### src/rtl/imem_dmem_arbiter.sv
// Shares the unified single-port instruction/data memory between boot loader, fetch and data.
// Sequences BOOT->RUN, grants one access per cycle and routes registered read data back.
module imem_dmem_arbiter #(
   parameter int unsigned MEM_DEPTH  = 100,
   parameter int unsigned STARVE_MAX = 4,
   parameter int unsigned CNT_W      = 3
) (
   input  logic        clk,
   input  logic        res,
   input  logic        ld_req,
   input  logic [31:0] ld_adr,
   input  logic [31:0] ld_data,
   input  logic        boot_done,
   output logic        ld_gnt,
   input  logic        if_req,
   input  logic [31:0] if_adr,
   output logic        if_gnt,
   output logic        if_rvalid,
   output logic [31:0] if_rdata,
   input  logic        dm_req,
   input  logic        dm_we,
   input  logic [31:0] dm_adr,
   input  logic [31:0] dm_wd,
   output logic        dm_gnt,
   output logic        dm_rvalid,
   output logic [31:0] dm_rdata,
   output logic [31:0] mem_a,
   output logic [31:0] mem_wd,
   output logic        mem_we,
   output logic        mem_instr_en,
   output logic [31:0] mem_mem_adr,
   output logic [31:0] mem_mem_in,
   input  logic [31:0] mem_rd,
   output logic        running,
   output logic        adr_err
);

   typedef enum logic {BOOT, RUN} state_t;

   localparam logic [31:0] DEPTH   = 32'(MEM_DEPTH);
   localparam logic [CNT_W-1:0] CNT_MAX = CNT_W'(STARVE_MAX);

   state_t           r_state;
   logic [CNT_W-1:0] r_starve_cnt;
   logic             r_adr_err;
   logic             r_if_rvalid;
   logic             r_dm_rvalid;
   logic             r_rd_oob;

   logic w_ld_ok, w_if_ok, w_dm_ok, w_force_if, w_oob;

   assign w_ld_ok    = (ld_adr < DEPTH);
   assign w_if_ok    = (if_adr < DEPTH);
   assign w_dm_ok    = (dm_adr < DEPTH);
   assign w_force_if = (r_starve_cnt == CNT_MAX);

   always_comb begin
      ld_gnt       = 1'b0;
      if_gnt       = 1'b0;
      dm_gnt       = 1'b0;
      mem_a        = '0;
      mem_wd       = '0;
      mem_we       = 1'b0;
      mem_instr_en = 1'b0;
      mem_mem_adr  = '0;
      mem_mem_in   = '0;
      if (!res) begin
         if (r_state == BOOT) begin
            ld_gnt = ld_req;
            if (ld_req && w_ld_ok) begin
               mem_instr_en = 1'b1;
               mem_mem_adr  = ld_adr;
               mem_mem_in   = ld_data;
            end
         end else begin
            // data wins unless fetch has been starved STARVE_MAX times in a row
            if (if_req && (w_force_if || !dm_req)) if_gnt = 1'b1;
            else if (dm_req)                       dm_gnt = 1'b1;
            if (if_gnt && w_if_ok) mem_a = if_adr;
            if (dm_gnt && w_dm_ok) begin
               mem_a = dm_adr;
               if (dm_we) begin
                  mem_we = 1'b1;
                  mem_wd = dm_wd;
               end
            end
         end
      end
   end

   assign w_oob = (ld_gnt && !w_ld_ok) || (if_gnt && !w_if_ok) || (dm_gnt && !w_dm_ok);

   always_ff @(posedge clk) begin
      if (res) begin
         r_state      <= BOOT;
         r_starve_cnt <= '0;
         r_adr_err    <= 1'b0;
         r_if_rvalid  <= 1'b0;
         r_dm_rvalid  <= 1'b0;
         r_rd_oob     <= 1'b0;
      end else begin
         r_if_rvalid <= if_gnt;
         r_dm_rvalid <= dm_gnt && !dm_we;
         r_rd_oob    <= (if_gnt && !w_if_ok) || (dm_gnt && !w_dm_ok);
         if (w_oob) r_adr_err <= 1'b1;
         if (r_state == BOOT) begin
            if (boot_done) r_state <= RUN;
         end else if (if_gnt || !if_req) begin
            r_starve_cnt <= '0;
         end else if (dm_gnt && r_starve_cnt != CNT_MAX) begin
            r_starve_cnt <= r_starve_cnt + 1'b1;
         end
      end
   end

   // rvalid is masked by res so a read in flight when reset arrives never reports
   assign if_rvalid = r_if_rvalid && !res;
   assign dm_rvalid = r_dm_rvalid && !res;
   assign if_rdata  = (if_rvalid && !r_rd_oob) ? mem_rd : '0;
   assign dm_rdata  = (dm_rvalid && !r_rd_oob) ? mem_rd : '0;
   assign running   = (r_state == RUN);
   assign adr_err   = r_adr_err;

endmodule

### config.mk
export PLATFORM = sky130hd
export DESIGN_NAME = imem_dmem_arbiter
export DESIGN_NICKNAME = d
export VERILOG_FILES = /design/src/rtl/imem_dmem_arbiter.sv
export SDC_FILE = /design/constraint.sdc
export NUM_CORES = 1
export LEC_CHECK = 0
export BUFFER_PORTS_ARGS = -buffer_cell sky130_fd_sc_hd__buf_2
export CAP_MARGIN = 20
export CORE_AREA = 2 2 158 160
export DETAILED_ROUTE_END_ITERATION = 8
export DIE_AREA = 0 0 160 162
export PLACE_DENSITY = 0.45
export SLEW_MARGIN = 20
export SYNTH_ARGS = -nofsm -noshare
export SYNTH_HDL_FRONTEND = slang
export SYNTH_SLANG_ARGS = --single-unit
### constraint.sdc
create_clock -name clk -period 2 [get_ports clk]
set_clock_uncertainty 0.15 [all_clocks]
set_input_delay 0.4 -clock clk [delete_from_list [all_inputs] [get_ports clk]]
set_output_delay 0.4 -clock clk [all_outputs]
set_load 0.1 [all_outputs]
* Yosys cells after proc, flatten, opt, wreduce, memory -nomap -nowiden
Cells that the tools add are included.
** Word-level totals
- Flip-flop bits (word level) :: 8
- Bits in latches :: 0
- Memory bits (writable) :: 0
- Bits in read-only memories :: 0
- Input port bits :: 199
- Output and inout port bits :: 201
- Logic and storage cells :: 80
- Memories kept :: 0
** Cells by class
- Add/sub/neg operators :: 1
- $mul :: 0
- Div/mod/pow operators :: 0
- Order comparisons :: 3
- Equal/unequal tests :: 2
- Shift-type cells :: 0
- Mux-type cells :: 40
- Bitwise logic cells :: 0
- Reductions and logical operators :: 28
** Operator list (number)
- 32-bit 2-to-1 mux :: 16
- 32-bit by 7-bit less-than comparator with 1-bit output (second input constant) :: 3
- 1-bit 2-to-1 mux :: 22
- 1-bit logical AND :: 13
- 1-bit logical NOT :: 8
- 3-bit 2-to-1 mux :: 2
- 1-bit logical OR :: 5
- 3-bit by 1-bit adder with 3-bit output (second input constant) :: 1
- 3-bit equality test (second input constant) :: 1
- 3-bit inequality test (second input constant) :: 1
- 2-bit AND reduction :: 1
- 2-bit nonzero test :: 1

* Logic depth before layout (Yosys ltp)
Gate-level depths: netlist of the first run.
- Depth in word-level cells :: 11
- Depth in mapped cells :: 7
- Depth with buffers taken out :: 7

* Worst setup path before layout of the first run
No wires, ideal clock.
- Path type :: input port to output port
- From :: input res
- To :: output dm_rdata[10]
- Arrival :: 3259 ps
- Required time :: 1450 ps
- Path slack :: -1809 ps
- Stages :: 5
- Path through :: buf_2 -> nor2b_1 -> nor2b_1 -> clkbuf_1 -> and2_1
** Between the ends
- Longest elaborated chain between the ends :: 4
** RTL lines
- from (decl) :: line 9 : input logic res,
- 1-bit logical NOT :: line 118 : assign dm_rvalid = r_dm_rvalid && !res;
- 1-bit logical AND :: line 118
- named net dm_rvalid :: line 25 : output logic dm_rvalid,
- 1-bit logical AND :: line 120 : assign dm_rdata = (dm_rvalid && !r_rd_oob) ? mem_rd : '0;
- 32-bit 2-to-1 mux :: line 120
- to (decl) :: line 26 : output logic [31:0] dm_rdata,
The timed path passes the listed nets, and every way through them passes these cells.

* Worst setup path after layout of the first run
- From :: input ld_adr[3]
- To :: output mem_mem_in[20]
** Between the ends
- Longest elaborated chain between the ends :: 5
** RTL lines
- from (decl) :: line 11 : input logic [31:0] ld_adr,
- 32-bit by 7-bit less-than comparator with 1-bit output :: line 52 : assign w_ld_ok = (ld_adr < DEPTH);
- 1-bit logical AND :: line 70 : if (ld_req && w_ld_ok) begin
- 32-bit 2-to-1 mux :: line 70
- 32-bit 2-to-1 mux :: line 68 : if (r_state == BOOT) begin
- 32-bit 2-to-1 mux :: line 67 : if (!res) begin
- to (decl) :: line 32 : output logic [31:0] mem_mem_in,
Every way passes these cells.

==> qor.yml, run 1 <==
run_status:
  outcome: "finished, violations left"
  violations: "negative setup slack"
timing:
  maxSlewViolCount: 0
  setup_viol: 146
  tightestPinTransition_ps: 514
  hold_viol_final: 0
  rsz0062_at_grt: "yes"
  period_share_pct: 127
  max-slew-margin-rel_pct: 66.0
  timing.fmax_mhz: 394
  worst_slack_ps: -540
  min_period_ps: 2540
global_routing:
  antenna_found_initial: 0
  grt_max_degree: 35
  grt.total_usage_pct: 10.7
  overflow: 0
  grt_pass1_vias: 3697
  grt_pass1_wl_um: 21800
power:
  vdd_ir_drop_max_mv: 0.190
  leakage_uw: 0.00367
  powerDensity_nw_per_um2: 192
die:
  ioPinCount: 400
  rows: 57
  die_area_um2: 25900
  initial_core_util_pct: 8.29
  die_height_um: 162
  core-area_um2: 24100
  die_w_um: 160
clock_network:
  h-tree-depth: 1
  clkLatencyLatePin_ps: 240
  numCtsBuffers: 3
  path_clk_slew_ps: 40
  cts_buffer_depth: 2
  cts_root_buf: "clkbuf_16"
  cts_tree: "yes"
  cts_sinks: 8
  ctsHoldBuffers: 0
finish:
  final_area_um2: 8070
  drive_above_1_share_pct: 86.8
  post-route-util_pct: 33.5
  final_nets: 915
  fillers: 2460
  register_area_um2: 166
  area_growth_pct: 303
  antenna_cells: 0
  multi_input_area_um2: 2300
  stdcell_count: 1037
worst_setup_path:
  start_kind: "input port"
  worstPathCellList: "buf_8, o311ai_4, nand3_2, nor4_4, buf_6, buf_6, and2_4, buf_12"
  cpLargestDelayFamily: "simple AND/OR/NAND/NOR gates"
  required_ps: 1450
  reg2reg_depth: 11
  critPathArrivalTime_ps: 1990
  crit_buf_inv: 4
  critPathMaxFanout: 5
  cpMostUsedCell: "buf_6"
  max_stage_delay_ps: 350
  crit_cells: 8
  cp-end-kind: "primary output"
  path_class: "in -> out"
  critPathSlowestCell: "nor4_4"
yosys:
  ys_seq_area_share_pct: 8.01
  syn-instance-count: 294
  synthArstFlopShare_pct: 0
  synth-main-ff-cell: "dfxtp_1"
  synth-seq-cells: 8
  ys_types: 29
  synth.cell_area_um2: 2000
  yosys_warnings: 0
  synth_edf_count: 0
  syn_area_per_cell_um2: 6.80
drt:
  drtAntennaViolNets: 0
  vias: 3524
  drtIter0Drc: 64
  drtPass1Iterations: 4
  wire_per_inst_um: 14.4
  routed_via_density: 3.40
  drc: 0
  routed_wl_um: 14900
run:
  drv_cap: 0
placed_design:
  dp_hpwl_um: 11500
  dpl.cell_count: 989
  gp_congestion: 0.742
  pre_cts_slack_ps: -671
  placed_area_um2: 7140
  port_buffers: 349
min_path:
  holdPathStages: 3
  hold_path_class: "in -> reg"
==> placed cells by master, fill, tap and decap left out, types with 6 or more instances in the layout <==
master  count
buf_6      23
buf_4      45
and2_4    104
nor4_4     10
and3_4     32
nor2_1     10
buf_2     191
conb_1     50
buf_12    161
nor4_2      6
buf_8       8
a22o_4      7
==> sequential cells by signal, indices dropped and copies added, names as in the netlist <==
register      cells
r_if_rvalid       1
adr_err           1
running           1
r_dm_rvalid       1
r_rd_oob          1
r_starve_cnt      3
==> tightest hold or removal path, delay by kind of cell <==
family	cells	cell delay (ps)
buffers and inverters	1	80
and+or+nand+nor	2	100
==> cells in the mapped netlist (5+ instances only) <==
cell type  count  share of area [%]
a22o_1         7                3.1
nor2_1        10                1.9
and2_1       104                 33
clkbuf_1       9                1.7
nor2b_1        5                1.6
clkbuf_2       6                1.5
nand3_1        5                1.3
inv_1          7                1.3
dfxtp_1        8                8.0
nor4_1        15                4.7
and3_1        32                 10
nand4_1        5                1.6
buf_4         51                 19
==> area by class of cell <==
type                       instances  share of cell area, %
tap                              324                   5.03
sequential                         8                   2.06
multi-input combinational        259                   28.5
timing repair buffer             435                   63.0
clock buffer                       4                  0.977
inverter                           7                  0.419
==> per-layer routing <==
metal | wire, um | track usage (%)
met1 | 5990 | 13.2
met2 | 8030 | 20.0
met3 | 849 | 1.53
met4 | 76 | 1.56
met5 | 0 | 0
==> report_power, final <==
part / switching, uW / internal, uW
logic: 717 / 302
clock network: 86.5 / 266
registers: 6.33 / 167
==> final timing paths <==
path	slack, ps	startpoint	end
setup / recovery	-540	ld_adr[3]	mem_mem_in[20]
hold / removal	230	boot_done	running$_SDFF_PP0_
setup reg to reg	200	r_starve_cnt[0]$_SDFFE_PP0P_	adr_err$_SDFFE_PP0P_
hold reg to reg	360	adr_err$_SDFFE_PP0P_	adr_err$_SDFFE_PP0P_
==> per-stage QoR <==
stage	hold slack [ps]	setup TNS [ps]	total power [uW]
after floorplan	349	-54440	856
after global placement	349	-54200	1120
after detailed placement	367	-55340	1130
after CTS	248	-70140	1540
after global routing	250	-64040	1610
final	233	-52610	1550
==> what timing repair did <==
item / in CTS / in global routing
setup endpoints to repair: 147 / 148
gates resized for setup: 75 / 28
gates cloned: 15 / 2
pin swaps: 48 / 36
buffers inserted: 31 / 11
==> kinds of logic (layout without fill, tap and decap cells) <==
group | Yosys count | after routing | share of synthesized area [%]
fa+ha+maj | 2 | 2 | 1.25
simple gates | 188 | 188 | 58.3
mux | 1 | 1 | 0.563
buf+inv | 76 | 446 | 24.4
compound gates | 18 | 18 | 7.26
other cells | 1 | 50 | 0.188
flops | 8 | 8 | 8.01
Power figures use the tool's default switching activity.
==> inputs of run 2 (changes only) <==
CORE_AREA = 2 2 156 158   (was 2 2 158 160)
DIE_AREA = 0 0 158 160   (was 0 0 160 162)
PLACE_DENSITY = 0.44   (was 0.45)
clock period = 3 ns   (was 2 ns; I/O delays follow)
==> run 2 against run 1 <==
  * The flow still finishes with violations (negative setup slack)
  * Sequential cell count did not move
  * Clock power fell by 36%
  * Combinational power fell by 42%
  * Sequential power fell by 33%
  * First-iteration DRC count rose by 130%
  * Setup slack improved by 500 ps
  * Utilization fell by 4.9 points
  * Die area fell by 2.5%
  * Critical endpoint is now mem_wd[17]
  * Highest routed layer is now met5
==> qor.yml, run 2 (synthesis gave the netlist of run 1 again) <==
clock_network:
  cts_tree: "yes"
  cts_root_buf: "clkbuf_16"
  numCtsBuffers: 3  # unchanged
  cts_buffer_depth: 2  # unchanged
  path_clk_slew_ps: 30  # about the same
  clkLatencyLatePin_ps: 230  # about the same
  h-tree-depth: 1  # unchanged
  cts_sinks: 8  # unchanged
worst_setup_path:
  r2r_slack_ps: 1180  # +980 ps
  path_class: "in -> out"
  critPathMaxFanout: 10  # +5
  cp-end-kind: "primary output"
  start_kind: "input port"
  critical_path.startpoint: "dm_adr[27]"
  critPathArrivalTime_ps: 2290  # +300 ps
  timing.rr.start: "r_starve_cnt[0]$_SDFFE_PP0P_"
  required_ps: 2250  # +800 ps
die:
  rows: 57  # unchanged
  die_area_um2: 25300  # -2.5%
  initial_core_util_pct: 8.39  # +0.099 points
  core-area_um2: 23800  # -1.2%
  die_height_um: 160  # -1.2%
  ioPinCount: 400  # unchanged
  die_w_um: 158  # -1.3%
finish:
  mostFrequentLayoutCell: "buf_2"
  largest_register_ffs: 3  # unchanged
  largest_register: "r_starve_cnt"
  area_growth_pct: 240
  drive_above_1_share_pct: 82.1  # -4.7 points
  final_nets: 851  # -7.0%
  layout_common_cells: "201 x buf_2, 148 x buf_12, 59 x and2_2"
  final_area_um2: 6810  # -16%
  post-route-util_pct: 28.6  # -4.9 points
  antenna_cells: 0  # unchanged
timing:
  min_period_ps: 3040
  hold_viol_final: 0  # unchanged
  maxSlewViolCount: 0  # unchanged
  tightestPinTransition_ps: 562  # +48.3 ps
  worst_slack_ps: -38.9  # +501 ps
  period_share_pct: 101
  setup_viol: 31  # -79%
  timing.fmax_mhz: 329
  max-slew-margin-rel_pct: 62.2  # -3.8 points
  rsz0062_at_grt: "yes"
global_routing:
  overflow: 0  # unchanged
  grt.total_usage_pct: 9.54  # -1.2 points
  grt_max_degree: 41  # +17%
  antenna_found_initial: 1  # +1
  grt_pass1_wl_um: 18300  # -16%
  grt_pass1_vias: 3126  # -15%
placed_design:
  dp_hpwl_um: 11800  # +2.5%
  pre_cts_slack_ps: -33.0  # +638 ps
  gp_congestion: 0.788  # +6.3%
  port_buffers: 349  # unchanged
  placed_area_um2: 6430  # -10%
min_path:
  hold_path_class: "reg -> reg"
  min_from: "adr_err$_SDFFE_PP0P_"
run_status:
  outcome: "finished, violations left"
  violations: "negative setup slack"
drt:
  routed_wl_um: 14000  # -6.4%
  vias: 3365  # -4.5%
  drtPass1Iterations: 4  # unchanged
  drc: 0  # unchanged
  routed_via_density: 3.46  # +1.9%
  drtIter0Drc: 148  # +130%
  drtAntennaViolNets: 0  # unchanged
  wire_per_inst_um: 14.4  # -0.13%
run:
  drv_cap: 0  # unchanged
power:
  leakage_uw: 0.00323  # -12%
  power.total_uw: 936  # -39%
  vdd_ir_drop_max_mv: 0.0835  # -56%
  powerDensity_nw_per_um2: 137  # -28%
==> run 2: changes by cell type in the layout (fill, tap and decap cells not counted), moves of 7 or more <==
cell | previous run | this run
and2_2 | 0 | 59
and2_4 | 104 | 45
buf_4 | 45 | 10
and3_2 | 0 | 30
and3_4 | 32 | 2
buf_6 | 23 | 7
buf_12 | 161 | 148
buf_2 | 191 | 201
nor4_1 | 2 | 10
buf_8 | 8 | 1
==> run 2: per-layer routing <==
layer	global-route usage [%]	part of all wire, %	vias up
met4	2.09	0.85	2
li1	-	-	1601
met1	11.1	37	1535
met3	1.82	9.0	7
met5	0	0.050	-
met2	17.8	53	220
==> run 2: area by class of cell <==
type	count	area [um2]
Clock buffer	3	75.1
Multi-Input combinational cell	259	1900
Timing Repair Buffer	371	4240
Fill cell	2515	17000
Tap cell	324	405
Inverter	7	26.3
Sequential cell	8	161
==> run 2: path summary, 6_finish.rpt <==
kind	to	depth (start not counted)
hold reg to reg	adr_err$_SDFFE_PP0P_	2
hold / removal	adr_err$_SDFFE_PP0P_	2
setup reg to reg	adr_err$_SDFFE_PP0P_	9
setup / recovery	mem_wd[17]	8
==> run 2: what timing repair did <==
item	in CTS	in global routing
gates resized for setup	3	21
pin swaps	2	4
setup endpoints to repair	39	79
gates cloned	0	6
hold buffers	0	0
setup buffers	3	4
==> run 2: per-stage QoR <==
step           TNS (ps)  hold slack (ps)  std cells
6_report           -793              383        972
5_1_grt           -5460              424        972
4_1_cts           -16.9              400        962
3_5_place_dp       -664              395        956
3_3_place_gp      -25.1              379        956
2_1_floorplan     -2640              349        343
==> run 2: report_power, final <==
part           switching [uW]  internal (uW)
clock                    53.2            172
sequential               5.20            112
combinational             447            146
total                     506            430
==> run 2: critical path, cell delays in order <==
cell and delay, ps:
buf_6 100, nor4_4 270, nand4_1 240, nor4_4 350, buf_4 190, clkbuf_16 150, and3_2 210, buf_12 180
